## config.mk

```make
export PLATFORM = sky130hd
export DESIGN_NAME = gfx_line
export DESIGN_NICKNAME = d
export VERILOG_FILES = /design/src/rtl/gfx_line.sv
export SDC_FILE = /design/constraint.sdc
export NUM_CORES = 1
export LEC_CHECK = 0
export CAP_MARGIN = 20
export CORE_UTILIZATION = 53
export CTS_CLUSTER_DIAMETER = 120
export DETAILED_ROUTE_END_ITERATION = 6
export GPL_ROUTABILITY_DRIVEN = 0
export PLACE_DENSITY_LB_ADDON = 0.05
export RECOVER_POWER = 25
export SLEW_MARGIN = 10
export SYNTH_ARGS = -nofsm -noshare
export SYNTH_HDL_FRONTEND = slang
export SYNTH_SLANG_ARGS = --single-unit
```

## constraint.sdc

```tcl
create_clock -name clk -period 5.8 [get_ports clk]
set_input_delay 1.74 -clock clk [delete_from_list [all_inputs] [get_ports clk]]
set_output_delay 1.74 -clock clk [all_outputs]
set_load 0.01 [all_outputs]
```

## src/rtl/gfx_line.sv

```systemverilog
// rtl/gfx_line.sv - Bresenham line rasterizer feeding the gfx pixel write port
// Accepts one line command, then streams every pixel from endpoint 0 to endpoint 1.
module gfx_line #(
   parameter int FB_X_BITS  = 10,
   parameter int FB_Y_BITS  = 10,
   parameter int PIXEL_BITS = 12
) (
   input  logic                  clk,
   input  logic                  reset,
   input  logic                  cmd_valid,
   output logic                  cmd_ready,
   input  logic [FB_X_BITS-1:0]  cmd_x0,
   input  logic [FB_X_BITS-1:0]  cmd_x1,
   input  logic [FB_Y_BITS-1:0]  cmd_y0,
   input  logic [FB_Y_BITS-1:0]  cmd_y1,
   input  logic [PIXEL_BITS-1:0] cmd_color,
   output logic                  gfx_valid,
   input  logic                  gfx_ready,
   output logic [FB_X_BITS-1:0]  gfx_x,
   output logic [FB_Y_BITS-1:0]  gfx_y,
   output logic [PIXEL_BITS-1:0] gfx_color,
   output logic                  busy,
   output logic                  done
);

   localparam int N = (FB_X_BITS > FB_Y_BITS) ? FB_X_BITS : FB_Y_BITS;
   localparam int W = N + 2;
   localparam logic [FB_X_BITS-1:0] X_ONE = {{(FB_X_BITS-1){1'b0}}, 1'b1};
   localparam logic [FB_Y_BITS-1:0] Y_ONE = {{(FB_Y_BITS-1){1'b0}}, 1'b1};

   typedef enum logic {S_IDLE, S_DRAW} state_t;

   state_t                 r_state;
   logic [FB_X_BITS-1:0]   r_x;
   logic [FB_X_BITS-1:0]   r_x1;
   logic [FB_Y_BITS-1:0]   r_y;
   logic [FB_Y_BITS-1:0]   r_y1;
   logic [PIXEL_BITS-1:0]  r_color;
   logic signed [W-1:0]    r_dx;
   logic signed [W-1:0]    r_dy;
   logic signed [W-1:0]    r_err;
   logic                   r_sx_neg;
   logic                   r_sy_neg;
   logic                   r_valid;
   logic                   r_done;

   logic                   w_x_lt;
   logic                   w_y_lt;
   logic [FB_X_BITS-1:0]   w_adx;
   logic [FB_Y_BITS-1:0]   w_ady;
   logic signed [W-1:0]    w_dx_new;
   logic signed [W-1:0]    w_ady_ext;
   logic signed [W-1:0]    w_dy_new;
   logic signed [W-1:0]    w_err_new;
   logic signed [W:0]      w_e2;
   logic signed [W:0]      w_dx_ext;
   logic signed [W:0]      w_dy_ext;
   logic                   w_step_x;
   logic                   w_step_y;
   logic signed [W-1:0]    w_add_x;
   logic signed [W-1:0]    w_add_y;
   logic signed [W-1:0]    w_err_next;
   logic                   w_last;
   logic                   w_xfer;

   // Magnitudes are taken in the unsigned coordinate domain, then zero-extended.
   assign w_x_lt    = cmd_x0 < cmd_x1;
   assign w_y_lt    = cmd_y0 < cmd_y1;
   assign w_adx     = w_x_lt ? (cmd_x1 - cmd_x0) : (cmd_x0 - cmd_x1);
   assign w_ady     = w_y_lt ? (cmd_y1 - cmd_y0) : (cmd_y0 - cmd_y1);
   assign w_dx_new  = $signed({{(W-FB_X_BITS){1'b0}}, w_adx});
   assign w_ady_ext = $signed({{(W-FB_Y_BITS){1'b0}}, w_ady});
   assign w_dy_new  = -w_ady_ext;
   assign w_err_new = w_dx_new + w_dy_new;

   assign w_e2     = $signed({r_err, 1'b0});
   assign w_dx_ext = $signed({r_dx[W-1], r_dx});
   assign w_dy_ext = $signed({r_dy[W-1], r_dy});
   assign w_step_x = w_e2 >= w_dy_ext;
   assign w_step_y = w_e2 <= w_dx_ext;
   assign w_add_x  = w_step_x ? r_dy : '0;
   assign w_add_y  = w_step_y ? r_dx : '0;
   assign w_err_next = r_err + w_add_x + w_add_y;

   assign w_last = (r_x == r_x1) && (r_y == r_y1);
   assign w_xfer = r_valid && gfx_ready;

   assign cmd_ready = (r_state == S_IDLE) && !reset;
   assign busy      = (r_state == S_DRAW);
   assign gfx_valid = r_valid;
   assign gfx_x     = r_x;
   assign gfx_y     = r_y;
   assign gfx_color = r_color;
   assign done      = r_done;

   always_ff @(posedge clk) begin
      if (reset) begin
         r_state  <= S_IDLE;
         r_valid  <= 1'b0;
         r_done   <= 1'b0;
         r_x      <= '0;
         r_y      <= '0;
         r_x1     <= '0;
         r_y1     <= '0;
         r_color  <= '0;
         r_dx     <= '0;
         r_dy     <= '0;
         r_err    <= '0;
         r_sx_neg <= 1'b0;
         r_sy_neg <= 1'b0;
      end else begin
         r_done <= 1'b0;
         case (r_state)
            S_IDLE: begin
               if (cmd_valid) begin
                  r_x      <= cmd_x0;
                  r_y      <= cmd_y0;
                  r_x1     <= cmd_x1;
                  r_y1     <= cmd_y1;
                  r_color  <= cmd_color;
                  r_dx     <= w_dx_new;
                  r_dy     <= w_dy_new;
                  r_err    <= w_err_new;
                  r_sx_neg <= !w_x_lt;
                  r_sy_neg <= !w_y_lt;
                  r_valid  <= 1'b1;
                  r_state  <= S_DRAW;
               end
            end
            S_DRAW: begin
               if (w_xfer) begin
                  if (w_last) begin
                     r_valid <= 1'b0;
                     r_done  <= 1'b1;
                     r_state <= S_IDLE;
                  end else begin
                     if (w_step_x) r_x <= r_sx_neg ? (r_x - X_ONE) : (r_x + X_ONE);
                     if (w_step_y) r_y <= r_sy_neg ? (r_y - Y_ONE) : (r_y + Y_ONE);
                     r_err <= w_err_next;
                  end
               end
            end
            default: r_state <= S_IDLE;
         endcase
      end
   end

endmodule

```

### Word-level counts from Yosys, hierarchy flattened

Index checks and enable logic that the tools add are counted.

* magnitude comparators: 4
* bitwise gates (word level): 2
* multiplexer cells: 29
* reduce and logical (&&, ||, !) cells: 12
* equality and inequality tests: 8
* $add $sub $neg: 12

Operators with widths (number)
* 2-to-1 mux 10 bit: 13
* 2-to-1 mux 12 bit: 4
* case mux 10 bit (2 select lines): 2
* subtractor 10 bit: 4
* case mux 12 bit (2 select lines): 1
* adder 10 x 1 -> 10 bit, second input constant: 2
* equality test 10 bit: 2
* < comparator 10 bit: 2
* subtractor 10 x 1 -> 10 bit, second input constant: 2
* greater-or-equal comparator 13 x 12 -> 1 bit: 1
* less-or-equal comparator 13 x 11 -> 1 bit: 1
* adder 11 x 12 -> 12 bit: 1
* adder 12 x 11 -> 12 bit: 1
* adder 12 bit: 1
* negation 10 -> 12 bit: 1
* inequality test 2 x 1 -> 1 bit, second input constant: 4
* AND reduction 4 bit: 2
* 2-to-1 mux 1 bit: 7
* AND reduction 3 bit: 2
* inequality test 2 bit, second input constant: 2
* case mux 1 bit (2 select lines): 2
* logical AND 1 bit: 3
* logical NOT 1 bit: 3
* OR reduction 3 bit: 1
* 2 further kinds: 3

* register bits after elaboration: 91
* bits of input ports: 56
* logic and storage cells: 80

### Longest topological paths before layout

* depth after elaboration: 7
* gate-level depth with buffers: 26
* depth with buffers taken out: 25

### Least setup slack after synthesis

Ideal clock, no wire load.

* kind: input port to flip-flop
* start: input port cmd_y0[0]
* end: register r_err[10]
* slack: 209 ps
* buffers on the path: 0
* stages on the path: 22
* arrival time: 5495 ps
* required time: 5704 ps
* library setup time: 96 ps
* cell sequence: inv_1 ha_1 inv_1 fa_1 a21o_1 a221oi_4 o21ai_2 and4_4 or3_4 and4bb_4 and2_4 nand2_2 xnor2_1 ha_1 or3_1 o21ai_0 a21oi_1 a21o_1 a21oi_1 o21a_1 nor3_1 o41ai_2

* word-level cells in the longest chain between the ends: 6
* elaborated cells on any way between the ends: 8
* those cells by class: add/sub (4); order compare (1); mux (3)

RTL lines
* start: declaration: line 14 `input logic [FB_Y_BITS-1:0] cmd_y0,`
* subtractor 10 bit or < comparator 10 bit (tied branches): line 70, 68
* 2-to-1 mux 10 bit (*): line 70 `assign w_ady = w_y_lt ? (cmd_y1 - cmd_y0) : (cmd_y0 - cmd_y1);`
* negation 10 -> 12 bit (*): line 73 `assign w_dy_new = -w_ady_ext;`
* net w_dy_new[7]: line 53 `logic signed [W-1:0] w_dy_new;`
* adder 11 x 12 -> 12 bit (*): line 74 `assign w_err_new = w_dx_new + w_dy_new;`
* 2-to-1 mux 12 bit (*): line 115 `if (cmd_valid) begin`
* case mux 12 bit (2 select lines) (*): line 113 `case (r_state)`
* end signal: assignment: line 123 `r_err <= w_err_new;`
* end signal: assignment: line 139 `r_err <= w_err_next;`
* end: declaration: line 41 `logic signed [W-1:0] r_err;`

Mark *: on every way through the listed nets, which the timed path passes. The rest lies on a longest branch. The select of a mux whose other input is x is not followed.
A chain may end at the register's enable or synchronous reset.

### Worst setup path in the final report

* start: input port cmd_y0[2]
* end: register r_err[10]

The elaborated chain is that of the path after synthesis.

==> summary.md <==
| Metric | Value |
|---|---|
| Status | complete, but fails checks |
| Failing checks | capacitance limit, slew limit |
| Grt met1 use | 0.3946 |
| Gr usage total | 0.2984 |
| Ratio of cells with drive above 1 in the final layout | 0.1903 |
| Grt met2 use | 0.4989 |
| Slew @ Worst Pin | 2653 ps |
| Grt total ovfl | 0 |
| Final Setup Violations | 0 |
| Largest net degree at the start of global routing | 56 |
| Synthesized flop and latch total | 91 |
| Fmax | 179.1 MHz |
| Final Hold Viols | 0 |
| Residual DRC | 0 |
| Post-Route WL | 23,480 um |
| Pwr Density | 287.7 nW/um2 |
| FP Rows | 45 |
| Post-Syn Instances | 1,043 |
| Main synth FF type | dfxtp_1 |
| Syn. warnings | 0 |
| DRT iter0 DRCs | 401 |
| Via count | 7,964 |
| Arrival time worst endpoint | 5840 ps |
| Synth area leader | dfxtp_1 |
| Die extent in y | 126.3 um |
| Maximum clock path buffer count | 2 |
| Max FO, Critical Path | 5 |
| Worst EP required | 6060 ps |
| CTS Sinks | 91 |
| Area growth, synth to finish | 31.86% |
| Leakage | 5.061 nW |
| Syn nets | 1,214 |
| Clk slew on worst S/H paths | 70 ps |
| Crit. End Element | register |
| Async SR Flop Fraction | 0 |
| Clock root buffer | clkbuf_16 |
| DPL Wire Length | 17,760 um |
| DR pass1 iterations | 5 |
| Worst setup SP type | input port |
| Clock latency on the worst-skew pair | 350 ps |
| Worst path buffer plus inverter count | 3 |
| Max incr delay on CP | 470 ps |
| Share of Yosys cell area claimed by the top area cell type | 0.2225 |
| Worst Hold Launch | gfx_color[2] |
| TritonCTS Buffers | 9 |
| Core Area | 15,150 um2 |
| CP startpoint | cmd_y0[2] |
| Worst Skew | 7.128 ps |
| Min cycle time layout | 5582 ps |
| Worst min-delay path category | reg2reg |
| Max-slew violations | 56 |
| Post-synthesis sequential area ratio | 0.2225 |
| Final std cells w/o fill | 1,444 |
| CTS tree | yes |
| Max Cap Viol | 1 |
| Number of flops mapped to enable cells by yosys | 0 |
| M3 GR Usage | 0.02784 |
| Largest cells by area after synthesis | dfxtp_1, ha_1, a21oi_1, nand2_1, xnor2_1 |
| Post-synthesis cell type count | 80 |
| Antenna violations before repair | 0 |
| CP max-delay cell | clkdlybuf4s50_1 |
| Critical path's top delay family | compound AO/OA/AOI/OAI gates |
| Die Area | 15,950 um2 |
| Worst r2r src | r_err[5] |
| Gr busiest metal | met2 |
| Initial Utilization | 0.5407 |
| Crit path kind | in2reg |
| Avg Vias per Cell | 5.515 |
| Nets | 1,422 |
| Post-route ant nets | 0 |
| Vias in the first global route | 7,698 |
| Period utilization | 0.9624 |
| H-Tree Depth | 3 |
| Critical path, cell by cell | clkdlybuf4s50_1 > inv_1 > ha_1 > a21o_1 > a221oi_4 > o21a_2 > buf_6 > nor2_4 > mux2i_2 > xnor2_2 > nand4_4 > xnor2_2 > ha_2 > or3_1 > o21ai_2 > a21oi_2 > a21o_1 > a21oi_2 > o21a_1 > nor3_1 > o41ai_2 |
| I/O pins | 92 |
| Cell Area, Synth | 8189 um2 |
| Average size of a mapped cell | 7.851 um2 |
| Final core occ | 0.7129 |
| Slew headroom | -0.7683 |
| PortBufs | 91 |
| DP Cell Count | 1,425 |
| Horizontal die dimension | 126.3 um |
| Wire length per cell | 16.26 um |
| First-pass GRT wire length | 37,910 um |
| Worst VDD drop | 0.0001839 V |
| Count of antenna diodes in the layout | 0 |
## final timing paths
path	to	cells after the start	slack, ps
worst min register to register	gfx_color[2]	2	450
worst max-delay path	r_err[10]	21	220
worst max register to register	r_err[11]	21	440
worst min-delay path	gfx_color[2]	2	450
## Yosys cell counts, drive strengths merged, types with 11 or more instances
| cell type | count |
|---|---|
| inv | 98 |
| xor2 | 22 |
| dfxtp | 91 |
| xnor2 | 45 |
| nor2 | 95 |
| ha | 97 |
| nand3 | 13 |
| o21ai | 37 |
| a211oi | 25 |
| a21o | 25 |
| fa | 18 |
| a21oi | 102 |
| nand2b | 17 |
| buf | 11 |
| nor3 | 19 |
| clkbuf | 31 |
| mux2i | 23 |
| nand2 | 114 |
| nor2b | 23 |
## per-layer routing
metal | share of wire | wire length (um) | vias to the layer above
li1 | - | - | 4028
met1 | 0.46 | 10840 | 3734
met2 | 0.47 | 11140 | 159
met3 | 0.035 | 816 | 43
met4 | 0.029 | 692 | 0
met5 | 0 | 0 | -
## report_power, final
| group | total, mW | internal, mW | switching (mW) |
|---|---|---|---|
| Sequential | 0.777 | 0.696 | 0.0813 |
| Combinational | 1.72 | 0.850 | 0.873 |
| Clock | 0.607 | 0.345 | 0.262 |
## worst register-to-register path: stages (launching register included)
cell and delay (ps):
dfxtp_1 450, ha_1 290, a21o_1 160, a21o_1 170
a221o_1 350, a21oi_1 200, a31o_2 450, nor2_1 120
fa_1 530, ha_1 160, inv_1 50, fa_1 400
nor2b_1 110, o21ai_0 100, a21boi_0 240, o21ai_0 180
a21oi_1 320, a31o_2 230, nand3_1 90, a2111oi_0 410
a21oi_1 110, o22ai_1 150
## state kept, by name (all words and copies together), names as in the netlist, 10 cells and up
register	count
gfx_color	12
r_dy	12
r_err	12
gfx_x	10
gfx_y	10
r_dx	10
r_x1	10
r_y1	10
## cells in the final DEF, fill, tap and decap left out, types with 16 or more instances in the layout
| cell | instances |
|---|---|
| ha_1 | 89 |
| xnor2_1 | 40 |
| mux2i_1 | 18 |
| nor2_1 | 93 |
| clkdlybuf4s50_1 | 59 |
| nand2b_1 | 16 |
| dfxtp_1 | 90 |
| buf_4 | 145 |
| nand2_1 | 110 |
| fa_1 | 16 |
| dlygate4sd3_1 | 21 |
| o21ai_0 | 30 |
| a21oi_1 | 99 |
| a21o_1 | 25 |
| nor2b_1 | 22 |
| a211oi_1 | 22 |
| xor2_1 | 20 |
| nor3_1 | 19 |
| inv_1 | 93 |
## cell families after synthesis
group	count (synthesis)	synth area share
buffers and inverters	140	0.06570
DFF	91	0.2225
AOI/OAI and AO/OA	267	0.2138
xor gates and xnor gates	67	0.07349
and+or+nand+nor	337	0.2002
adders and majority gates	115	0.1922
muxes	26	0.03224
## stage by stage
stage	total power, mW	TNS [ps]	hold slack (ps)	instance area, um2	worst slack (ps)
final	3.107	0	453.5	10800	217.8
after global routing	3.328	-34.40	472.2	10800	-34.40
after CTS	3.042	0	456.4	10580	26.66
after detailed placement	2.426	-1826	447.7	10270	-412.1
after global placement	2.398	-1171	440.7	10270	-278.9
after floorplan	1.805	0	436.3	8189	209.5
## final cells by class
| class | count | area [um2] |
|---|---|---|
| multi-input combinational | 812 | 6016 |
| sequential | 91 | 1823 |
| tap | 188 | 235.2 |
| clock buffer | 10 | 239.0 |
| timing repair buffer | 239 | 2052 |
| inverter | 98 | 367.9 |
| fill | 1237 | 4348 |
| clock inverter | 6 | 65.06 |
## what timing repair did
item / CTS / global route
hold buffers: 0 / 0
resized for setup: 2 / 59
setup buffers: 0 / 3
pin swaps: 0 / 24
endpoints found under the setup margin: 1 / 7
No activity file was read; power rests on OpenSTA's default activity.
